$ cat src/rtl/sd_data_master_rr.sv
// SD data master: fetches a TX/RX buffer descriptor, issues the block command with retry,
// supervises the data phase under a watchdog, then sends CMD12 and posts sticky status.
module sd_data_master_rr #(
   parameter int RAM_MEM_WIDTH = 32,
   parameter int BD_WIDTH      = 5,
   parameter int BD_EMPTY      = 16,
   parameter int RETRY_MAX     = 3,
   parameter int TIMEOUT       = 4096
) (
   input  logic                     clk,
   input  logic                     rst,
   input  logic [RAM_MEM_WIDTH-1:0] dat_in_tx,
   input  logic [RAM_MEM_WIDTH-1:0] dat_in_rx,
   input  logic [BD_WIDTH-1:0]      free_tx_bd,
   input  logic [BD_WIDTH-1:0]      free_rx_bd,
   output logic                     re_s_tx,
   output logic                     re_s_rx,
   input  logic                     ack_i_s_tx,
   input  logic                     ack_i_s_rx,
   output logic                     a_cmp_tx,
   output logic                     a_cmp_rx,
   input  logic                     cmd_busy,
   output logic                     we_req,
   input  logic                     we_ack,
   input  logic                     cmd_tsf_err,
   output logic [5:0]               cmd_idx,
   output logic [RAM_MEM_WIDTH-1:0] cmd_arg,
   input  logic [4:0]               card_status,
   output logic                     start_tx_fifo,
   output logic                     start_rx_fifo,
   output logic [RAM_MEM_WIDTH-1:0] sys_adr,
   input  logic                     tx_empt,
   input  logic                     tx_full,
   input  logic                     rx_full,
   output logic                     d_write,
   output logic                     d_read,
   input  logic                     busy_n,
   input  logic                     transm_complete,
   input  logic                     crc_ok,
   input  logic [1:0]               transfer_type,
   output logic [4:0]               Dat_Int_Status,
   input  logic                     Dat_Int_Status_rst,
   output logic                     CIDAT
);

   localparam int WD_W = (TIMEOUT > 2) ? $clog2(TIMEOUT) : 1;
   localparam logic [WD_W-1:0]     WD_LAST    = WD_W'(TIMEOUT - 1);
   localparam logic [2:0]          RETRY_LIM  = 3'(RETRY_MAX);
   localparam logic [BD_WIDTH-1:0] BD_EMPTY_V = BD_WIDTH'(BD_EMPTY);

   typedef enum logic [2:0] {
      IDLE, GET_TX_BD, GET_RX_BD, SEND_CMD, RECIVE_CMD, DATA_TRANSFER, STOP, STOP_SEND
   } state_t;

   state_t state_reg, state_next;
   logic dir_tx_reg, dir_tx_next, last_tx_reg, last_tx_next;
   logic ack_cnt_reg, ack_cnt_next, err_reg, err_next, wrote_reg, wrote_next;
   logic [2:0] retry_reg, retry_next;
   logic [WD_W-1:0] wd_reg, wd_next;
   logic re_s_tx_reg, re_s_tx_next, re_s_rx_reg, re_s_rx_next;
   logic a_cmp_tx_reg, a_cmp_tx_next, a_cmp_rx_reg, a_cmp_rx_next;
   logic we_req_reg, we_req_next;
   logic [5:0] cmd_idx_reg, cmd_idx_next;
   logic [RAM_MEM_WIDTH-1:0] cmd_arg_reg, cmd_arg_next, sys_adr_reg, sys_adr_next;
   logic start_tx_reg, start_tx_next, start_rx_reg, start_rx_next;
   logic d_write_reg, d_write_next, d_read_reg, d_read_next;
   logic [4:0] status_reg, status_next, set_bits;

   logic tx_pend, rx_pend, tx_go, rx_go, bd_ack, fail;
   logic [RAM_MEM_WIDTH-1:0] bd_dat;
   logic unused_card_state;

   assign unused_card_state = ^card_status[4:1];

   // Only enabled, pending directions compete; ties go to the side not served last.
   assign tx_pend = (transfer_type == 2'b00 || transfer_type == 2'b01) && (free_tx_bd < BD_EMPTY_V);
   assign rx_pend = (transfer_type == 2'b00 || transfer_type == 2'b10) && (free_rx_bd < BD_EMPTY_V);
   assign tx_go   = tx_pend && (!rx_pend || !last_tx_reg);
   assign rx_go   = rx_pend && !tx_go;
   assign bd_ack  = dir_tx_reg ? ack_i_s_tx : ack_i_s_rx;
   assign bd_dat  = dir_tx_reg ? dat_in_tx : dat_in_rx;
   assign fail    = err_reg || cmd_tsf_err || !card_status[0];

   always_comb begin
      state_next    = state_reg;
      dir_tx_next   = dir_tx_reg;
      last_tx_next  = last_tx_reg;
      ack_cnt_next  = ack_cnt_reg;
      err_next      = err_reg;
      wrote_next    = wrote_reg;
      retry_next    = retry_reg;
      wd_next       = wd_reg;
      re_s_tx_next  = re_s_tx_reg;
      re_s_rx_next  = re_s_rx_reg;
      a_cmp_tx_next = 1'b0;
      a_cmp_rx_next = 1'b0;
      we_req_next   = we_req_reg;
      cmd_idx_next  = cmd_idx_reg;
      cmd_arg_next  = cmd_arg_reg;
      sys_adr_next  = sys_adr_reg;
      start_tx_next = start_tx_reg;
      start_rx_next = start_rx_reg;
      d_write_next  = 1'b0;
      d_read_next   = 1'b0;
      set_bits      = '0;
      case (state_reg)
         IDLE: begin
            if (tx_go || rx_go) begin
               state_next   = tx_go ? GET_TX_BD : GET_RX_BD;
               dir_tx_next  = tx_go;
               re_s_tx_next = tx_go;
               re_s_rx_next = !tx_go;
               ack_cnt_next = 1'b0;
            end
         end
         GET_TX_BD, GET_RX_BD: begin
            if (bd_ack) begin
               if (!ack_cnt_reg) begin
                  sys_adr_next = bd_dat;
                  ack_cnt_next = 1'b1;
               end else begin
                  cmd_arg_next  = bd_dat;
                  cmd_idx_next  = dir_tx_reg ? 6'd24 : 6'd17;
                  start_tx_next = dir_tx_reg;
                  start_rx_next = !dir_tx_reg;
                  re_s_tx_next  = 1'b0;
                  re_s_rx_next  = 1'b0;
                  retry_next    = 3'd1;
                  err_next      = 1'b0;
                  we_req_next   = 1'b0;
                  state_next    = SEND_CMD;
               end
            end
         end
         SEND_CMD, STOP: begin
            // An error flagged alongside we_ack still counts against this attempt.
            if (state_reg == SEND_CMD && cmd_tsf_err) err_next = 1'b1;
            if (!we_req_reg) begin
               if (!cmd_busy) we_req_next = 1'b1;
            end else if (we_ack) begin
               we_req_next = 1'b0;
               state_next  = (state_reg == SEND_CMD) ? RECIVE_CMD : STOP_SEND;
            end
         end
         RECIVE_CMD: begin
            if (cmd_tsf_err) err_next = 1'b1;
            if (!cmd_busy) begin
               if (!fail) begin
                  state_next  = DATA_TRANSFER;
                  wd_next     = '0;
                  wrote_next  = 1'b0;
                  d_read_next = !dir_tx_reg;
               end else if (retry_reg < RETRY_LIM) begin
                  retry_next = retry_reg + 3'd1;
                  err_next   = 1'b0;
                  state_next = SEND_CMD;
               end else begin
                  set_bits[3]  = 1'b1;
                  cmd_idx_next = 6'd12;
                  cmd_arg_next = '0;
                  state_next   = STOP;
               end
            end
         end
         DATA_TRANSFER: begin
            wd_next = wd_reg + 1'b1;
            if (dir_tx_reg && !wrote_reg && tx_full) begin
               d_write_next = 1'b1;
               wrote_next   = 1'b1;
            end
            if (transm_complete) begin
               set_bits[0]  = 1'b1;
               set_bits[1]  = !crc_ok;
               cmd_idx_next = 6'd12;
               cmd_arg_next = '0;
               state_next   = STOP;
            end else begin
               if ((dir_tx_reg && wrote_reg && tx_empt) || (!dir_tx_reg && rx_full))
                  set_bits[2] = 1'b1;
               if (wd_reg == WD_LAST) begin
                  set_bits[4]  = 1'b1;
                  cmd_idx_next = 6'd12;
                  cmd_arg_next = '0;
                  state_next   = STOP;
               end
            end
         end
         STOP_SEND: begin
            if (!cmd_busy && busy_n) begin
               a_cmp_tx_next = dir_tx_reg;
               a_cmp_rx_next = !dir_tx_reg;
               last_tx_next  = dir_tx_reg;
               start_tx_next = 1'b0;
               start_rx_next = 1'b0;
               state_next    = IDLE;
            end
         end
         default: state_next = IDLE;
      endcase
      status_next = (Dat_Int_Status_rst ? 5'b00000 : status_reg) | set_bits;
   end

   always_ff @(posedge clk) begin
      if (rst) begin
         state_reg    <= IDLE;
         dir_tx_reg   <= 1'b0;
         last_tx_reg  <= 1'b0;
         ack_cnt_reg  <= 1'b0;
         err_reg      <= 1'b0;
         wrote_reg    <= 1'b0;
         retry_reg    <= '0;
         wd_reg       <= '0;
         re_s_tx_reg  <= 1'b0;
         re_s_rx_reg  <= 1'b0;
         a_cmp_tx_reg <= 1'b0;
         a_cmp_rx_reg <= 1'b0;
         we_req_reg   <= 1'b0;
         cmd_idx_reg  <= '0;
         cmd_arg_reg  <= '0;
         sys_adr_reg  <= '0;
         start_tx_reg <= 1'b0;
         start_rx_reg <= 1'b0;
         d_write_reg  <= 1'b0;
         d_read_reg   <= 1'b0;
         status_reg   <= '0;
      end else begin
         state_reg    <= state_next;
         dir_tx_reg   <= dir_tx_next;
         last_tx_reg  <= last_tx_next;
         ack_cnt_reg  <= ack_cnt_next;
         err_reg      <= err_next;
         wrote_reg    <= wrote_next;
         retry_reg    <= retry_next;
         wd_reg       <= wd_next;
         re_s_tx_reg  <= re_s_tx_next;
         re_s_rx_reg  <= re_s_rx_next;
         a_cmp_tx_reg <= a_cmp_tx_next;
         a_cmp_rx_reg <= a_cmp_rx_next;
         we_req_reg   <= we_req_next;
         cmd_idx_reg  <= cmd_idx_next;
         cmd_arg_reg  <= cmd_arg_next;
         sys_adr_reg  <= sys_adr_next;
         start_tx_reg <= start_tx_next;
         start_rx_reg <= start_rx_next;
         d_write_reg  <= d_write_next;
         d_read_reg   <= d_read_next;
         status_reg   <= status_next;
      end
   end

   assign re_s_tx        = re_s_tx_reg;
   assign re_s_rx        = re_s_rx_reg;
   assign a_cmp_tx       = a_cmp_tx_reg;
   assign a_cmp_rx       = a_cmp_rx_reg;
   assign we_req         = we_req_reg;
   assign cmd_idx        = cmd_idx_reg;
   assign cmd_arg        = cmd_arg_reg;
   assign sys_adr        = sys_adr_reg;
   assign start_tx_fifo  = start_tx_reg;
   assign start_rx_fifo  = start_rx_reg;
   assign d_write        = d_write_reg;
   assign d_read         = d_read_reg;
   assign Dat_Int_Status = status_reg;
   assign CIDAT          = (state_reg != IDLE);

endmodule

$ cat config.mk
export PLATFORM = sky130hd
export DESIGN_NAME = sd_data_master_rr
export DESIGN_NICKNAME = d
export VERILOG_FILES = /design/src/rtl/sd_data_master_rr.sv
export SDC_FILE = /design/constraint.sdc
export NUM_CORES = 1
export LEC_CHECK = 0
export CAP_MARGIN = 20
export CORE_MARGIN = 2
export CORE_UTILIZATION = 35
export CTS_BUF_LIST = sky130_fd_sc_hd__clkbuf_16
export DETAILED_ROUTE_END_ITERATION = 16
export PLACE_DENSITY = 0.72
export SYNTH_ARGS = -nofsm -noshare
export SYNTH_HDL_FRONTEND = slang
export SYNTH_SLANG_ARGS = --single-unit
$ cat constraint.sdc
create_clock -name clk -period 2.9 [get_ports clk]
set_input_delay 0.29 -clock clk [delete_from_list [all_inputs] [get_ports clk]]
set_output_delay 0.29 -clock clk [all_outputs]
set_load 0.02 [all_outputs]
==> summary.txt, run 1 <==
Status
  • Status: completed

Floorplanning
  • Core area: 13090 µm²
  • Cell row count: 42
  • # IOs: between 150 and 200
  • DIE WIDTH: about 120 µm
  • Die ar.: about 14000 µm²
  • Initial Utilization: between 30% and 40%
  • Die outline height: 119.3 µm

Setup path
  • Crit path DAT: between 2 and 2.5 ns
  • CP Max Fanout: 14
  • Buf/Inv on CP: 3
  • Critical Path End Type: primary output
  • CP max stage cell: clkdlybuf4s50_1
  • Setup slack, reg-to-reg: between 0.7 and 0.8 ns
  • Worst Path Class, Setup: flop to primary output
  • Slowest stage delay, CP: between 0.5 and 0.6 ns
  • CP Cell Sequence: buf_4 -> nor3_1 -> inv_1 -> clkdlybuf4s50_1
  • WP data required: roughly 2.6 ns
  • Worst setup SP type: flop
  • CP top delay family: buffers and inverters

Cells and area
  • Register area: between 2000 and 2500 µm²
  • Area grow syn2layout: 45.96%
  • Fin area: 6787 µm²
  • Fin util: 51.86%
  • # diodes: 0
  • Share of layout cells above drive strength 1: around an eighth
  • Final #Nets: just over 700
  • Fillers: 1158
  • Multi-input combinational cell area: about 2300 µm²

Hold path
  • HP Class: primary input to flop

Global route
  • Vias in the first global route: approximately 4000
  • Global-route wire length before repair: between 20 and 25 mm
  • Initial antenna violation count: 0
  • Grt total ovfl: 0
  • GRT Overall Usage: between 10% and 20%
  • Largest net degree at the start of global routing: between 60 and 70

Timing
  • Final worst path period need: ~2.5 ns
  • Worst rel slew slack: between 50% and 60%
  • Total Neg Setup Slack: 0 ns
  • Worst Hold Margin: roughly 0.44 ns
  • Fmax: ~400 MHz
  • Hold Fails Final Rpt: 0
  • Final setup violating endpoints: 0
  • Fin crit share: 85.17%
  • RSZ-0062 raised after global routing: no
  • Worst-Margin Slew: 0.7437 ns
  • Worst Clk Skew: 0.009984 ns
  • Slew Limit Fails: 0
  • Final worst setup slack: around 0.43 ns

Synthesis
  • Syn Inst Count: between 400 and 500
  • Post-synth EDFFs: 0
  • Synth unique cells: 65
  • Top cell type by total area after synthesis: dfxtp_1
  • Mapped cell area: 4649 µm²
  • #FFs+latches synth: ~110
  • Dominant cells by area after synthesis: dfxtp_1 45%, o2bb2ai_2 9.7%, mux2i_1 7.8%
  • Yosys top cell area share: a little under half
  • Avg Cell Area, Syn: 10.13 µm²
  • Register area share after synthesis: ~45%
  • Synth Flop Type: dfxtp_1
  • Ys async rst share: 0%
  • Synth warnings: 0

Routing
  • Residual DRC: 0
  • Routed wire length: approximately 13 mm
  • Routed vias/inst: a little over 5
  • Per-cell routed wire length: 15.86 µm
  • Iteration count of the initial detailed-routing pass: 5
  • Via count: roughly 4000
  • Post-route ant nets: 0
  • Drt initial violations: 135

Power
  • PwrDens: ~770 nW/µm²
  • Worst vdd ir: about 0.36 mV
  • Pleak: between 0.002 and 0.0025 µW

CTS
  • CTS root buffer: clkbuf_16
  • H-tree Lvls: 3
  • Longest Clk Path Bufs: 2
  • Hold-fix buffers at CTS: 0
  • Skew-Pair Late Insertion Delay: approximately 0.34 ns
  • Post-cts resize count: 0
  • CTS Buf Count: 9
  • Clock transition at path regs: about 0.070 ns
  • Sink Count: around 110
  • Setup bufs post-CTS: 0
  • CTS tree: yes

Placement
  • Placed Area: about 6500 µm²
  • Dpl ws: a little over 0.6 ns
  • GP Congestion: ~0.90
  • Port Buffers: between 150 and 200
  • Detailed placer's ending HPWL: just over 9 mm

Run
  • Max Cap Viol: 0
worst reg2reg max path: cells and delay by family, from the launching register on:
| kind | cells | cell delay, ns |
|---|---|---|
| DFF | 1 | 0.62 |
| AOI/OAI and AO/OA | 3 | 0.63 |
| buffers and inverters | 1 | 0.27 |
| and+or+nand+nor | 1 | 0.13 |
| muxes | 1 | 0.43 |
kinds of logic (layout without fill, tap and decap cells):
logic type	Yosys count	in the layout	synth area share, %
and+or+nand+nor	138	138	15.21
AOI/OAI and AO/OA	118	118	23.55
DFF	105	105	45.21
buffers and inverters	46	204	4.709
muxes	38	38	8.477
xor gates and xnor gates	11	11	2.234
adders and majority gates	2	2	0.5381
other	1	2	0.08065
stage by stage:
step                total power, µW  std cells
floorplan                      3153        460
global placement               3932        778
detailed placement             3973        778
CTS                            5279        794
global route                   5532        794
finish                         5239        794
cell usage after synthesis (all sizes together) (2+ instances only):
cell type	number
a211o	3
a211oi	33
a21o	4
a21oi	14
a221oi	2
a22oi	5
a31oi	3
and2	3
buf	19
clkbuf	15
dfxtp	105
ha	2
inv	11
mux2i	37
nand2	21
nand2b	3
nand3	11
nor2	64
nor2b	2
nor3	16
nor3b	2
nor4	2
nor4b	3
o21ai	9
o22ai	4
o2bb2ai	32
xnor2	10
layer usage:
layer | up-vias | routed length, µm | global-route usage [%]
met3 | 6 | 989 | 5.172
li1 | 1982 | - | -
met1 | 1894 | 5205 | 21.38
met2 | 137 | 6318 | 30.82
met5 | - | 0 | 0
met4 | 0 | 80 | 4.464
placed cells by master (no fill, tap or decap), types with 2 or more instances in the layout:
master	count
clkdlybuf4s50_1	164
dfxtp_1	104
nor2_1	63
mux2i_1	36
a211oi_1	33
o2bb2ai_2	30
nand2_1	20
nor3_1	15
a21oi_1	13
inv_1	12
xnor2_1	10
nand3_1	10
clkbuf_16	9
o21ai_0	8
buf_4	8
a22oi_1	5
a21o_1	4
o22ai_1	4
and2_1	3
a211o_1	3
a31oi_1	3
buf_12	3
clkinv_1	2
nor3b_1	2
nand2b_1	2
nor2b_1	2
a221oi_1	2
o2bb2ai_1	2
nor4b_2	2
ha_1	2
conb_1	2
clkinv_4	2
bufinv_16	2
where the power goes:
group	leakage [µW]	internal, µW	switching, µW
sequential	0.000852	1690	166
combinational	0.00131	932	1160
clock	0.000159	757	540
total	0.00232	3380	1860
cell type report:
class | count | area share, %
timing repair buffer | 176 | 26.03
clock buffer | 9 | 3.319
multi-input combinational | 309 | 34.37
sequential | 105 | 30.99
inverter | 12 | 0.6637
tap | 176 | 3.245
clock inverter | 7 | 1.383
path summary, 6_finish.rpt:
check / from / end / cells after the start
worst min register to register: cmd_arg[0] / cmd_arg[0] / 1
worst max register to register: dir_tx_reg / cmd_arg[1] / 6
worst min-delay path: rst / cmd_idx[3] / 3
worst max-delay path: state_reg[2] / CIDAT / 4
Note: power is estimated with default switching activity, not from simulation.
==> inputs of run 2 (changes only) <==
==> constraint.sdc (replaced) <==
create_clock -name clk -period 2.9 [get_ports clk]
set_input_delay 0.29 -clock clk [delete_from_list [all_inputs] [get_ports clk]]
set_output_delay 0.29 -clock clk [all_outputs]
set_load 0.005 [all_outputs]
==> summary.txt, run 2 (same netlist as run 1, synthesis figures left out) <==
Status
  • Status: completed (unchanged)

Setup path
  • R2R Path End: cmd_arg[1] (unchanged)
  • Worst Path Class, Setup: flop to primary output (unchanged)
  • Critical Path End Type: primary output (unchanged)
  • Buf/Inv on CP: 2 (was 3)
  • Crit path DAT: 2.16 ns (was 2.18 ns)
  • Depth of the most critical reg-to-reg path: 6 (unchanged)
  • CP max stage cell: dfxtp_1 (was clkdlybuf4s50_1)
  • Worst setup SP type: flop (unchanged)
  • WP data required: 2.61 ns (about the same)
  • Slowest stage delay, CP: 0.85 ns (was 0.59 ns)
  • Reg-to-reg critical path startpoint: state_reg[2] (was dir_tx_reg)
  • CP Cell Sequence: nor3_1 -> inv_1 -> clkdlybuf4s50_1 (was buf_4 -> nor3_1 -> inv_1 -> clkdlybuf4s50_1)
  • Setup slack, reg-to-reg: 0.57 ns (was 0.75 ns)
  • CP top delay family: flip-flops (was buffers and inverters)
  • CP Max Fanout: 23 (was 14)

Power
  • Share of total power in combinational logic: 36.8% (was 39.9%)
  • Clock share of power: 24.8% (about the same)
  • Sequential power share: 38.4% (was 35.3%)
  • Net Sw Frac: 32.70% (was 35.58%)
  • Worst vdd ir: 0.3426 mV (was 0.3574 mV)
  • Internal Power: 3276 µW (was 3375 µW)
  • Sw Pwr: 1592 µW (was 1864 µW)
  • Pleak: 0.002305 µW (was 0.002324 µW)
  • PwrDens: 721.4 nW/µm² (was 772.0 nW/µm²)

CTS
  • Setup bufs post-CTS: 0 (unchanged)
  • Hold-fix buffers at CTS: 0 (unchanged)
  • Longest Clk Path Bufs: 2 (unchanged)
  • CTS root buffer: clkbuf_16 (unchanged)
  • Clock transition at path regs: 0.07 ns (about the same)
  • H-tree Lvls: 3 (unchanged)
  • Sink Count: 105 (unchanged)
  • Post-cts resize count: 0 (unchanged)
  • Skew-Pair Late Insertion Delay: 0.35 ns (was 0.34 ns)
  • CTS tree: yes (unchanged)
  • CTS Buf Count: 9 (unchanged)

Hold path
  • Hold EP: cmd_idx[3] (unchanged)
  • Hold path start: rst (unchanged)
  • HP Class: primary input to flop (unchanged)
  • Depth of the worst hold-timing path: 3 (unchanged)

Floorplanning
  • DIE WIDTH: 119.3 µm (unchanged)
  • Core area: 13090 µm² (unchanged)
  • Cell row count: 42 (unchanged)
  • Initial Utilization: 35.53% (unchanged)
  • # IOs: 180 (unchanged)
  • Die ar.: 14220 µm² (unchanged)
  • Die outline height: 119.3 µm (unchanged)

Timing
  • Total Neg Setup Slack: 0 ns (unchanged)
  • Fin crit share: 84.64% (was 85.17%)
  • Worst Clk Skew: 0.01291 ns (was 0.009984 ns)
  • Worst Hold Margin: 0.4470 ns (was 0.4406 ns)
  • Fmax: 407.4 MHz (was 404.9 MHz)
  • Final worst setup slack: 0.4454 ns (was 0.4302 ns)
  • Worst rel slew slack: 46.14% (was 50.42%)
  • RSZ-0062 raised after global routing: no (unchanged)
  • Hold Fails Final Rpt: 0 (unchanged)
  • Final setup violating endpoints: 0 (unchanged)
  • Slew Limit Fails: 0 (unchanged)
  • Worst-Margin Slew: 0.8067 ns (was 0.7437 ns)
  • Final worst path period need: 2.455 ns (was 2.470 ns)

Routing
  • Iteration count of the initial detailed-routing pass: 5 (unchanged)
  • Routed wire length: 12.28 mm (was 12.59 mm)
  • Routed vias/inst: 5.105 (was 5.062)
  • Via count: 4043 (was 4019)
  • Per-cell routed wire length: 15.50 µm (was 15.86 µm)
  • Drt initial violations: 153 (was 135)
  • Post-route ant nets: 0 (unchanged)
  • Residual DRC: 0 (unchanged)

Cells and area
  • Commonest non-fill, non-tap cell in the layout: clkdlybuf4s50_1 (unchanged)
  • Finished Layout Cells: 792 (was 794)
  • # diodes: 0 (unchanged)
  • Most frequent cells in the layout: 164 x clkdlybuf4s50_1, 104 x dfxtp_1, 63 x nor2_1, 36 x mux2i_1, 33 x a211oi_1 (unchanged)
  • Fin util: 51.58% (was 51.86%)
  • Final #Nets: 708 (was 710)
  • Area grow syn2layout: 45.16% (was 45.96%)
  • Share of layout cells above drive strength 1: 11.69% (was 11.97%)

Placement
  • Placed cell count: 776 (was 778)
  • Detailed placer's ending HPWL: 9.027 mm (was 9.084 mm)
  • Port Buffers: 165 (unchanged)
  • Dpl ws: 0.5984 ns (was 0.6199 ns)
  • GP Congestion: 0.8850 (was 0.8970)

Global route
  • Largest net degree at the start of global routing: 65 (unchanged)
  • GRT Overall Usage: 17.46% (was 17.71%)
  • Global-route wire length before repair: 19.95 mm (was 20.25 mm)
  • Grt total ovfl: 0 (unchanged)
  • Vias in the first global route: 4036 (was 4074)
  • Initial antenna violation count: 0 (unchanged)

Run
  • Max Cap Viol: 0 (unchanged)
==> run 2: power by group through the flow <==
stage               registers [µW]  clock network, µW  logic (µW)
floorplan                     1870                  0        1030
global placement              1890                  0        1770
detailed placement            1910                  0        1800
CTS                           1870               1240        1810
global route                  1900               1300        1950
finish                        1870               1210        1790
==> run 2: final cells by class <==
class                   instances  area (µm²)
well taps                     176       220.2
clock inverters                 7       71.32
inverters                      12       45.04
fillers                      1159        6336
repair buffers                174        1752
flip-flops and latches        105        2103
clock buffers                   9       225.2
multi-input cells             309        2332
==> run 2: worst min-delay path: stages <==
cell,delay (ns)
buf_2,0.11
clkinv_1,0.18
o211a_1,0.18
==> run 2: worst max-delay path by stage <==
stage,from,to,slack [ns],cells after the start
floorplan,wd_reg[0],state_reg[1],1.19,6
global placement,cmd_tsf_err,wd_reg[3],0.65,8
detailed placement,cmd_tsf_err,wd_reg[2],0.60,8
CTS,state_reg[2],CIDAT,0.50,3
global route,state_reg[2],CIDAT,0.33,3
finish,state_reg[2],CIDAT,0.45,3
==> run 2: layer usage <==
layer,GRT usage [%],routed length (µm),part of all wire (%),vias up
li1,-,-,-,1973
met1,20.81,5147,42,1927
met2,30.28,6146,50,131
met3,4.789,829,6.8,12
met4,5.804,155,1.3,0
met5,0,0,0,-
==> run 2: metrics by stage <==
step	total power (µW)	instance area (µm²)
after detailed placement	3708	6452
after global routing	5150	6749
after floorplan	2899	4653
after global placement	3667	6452
after CTS	4923	6749
final	4869	6749
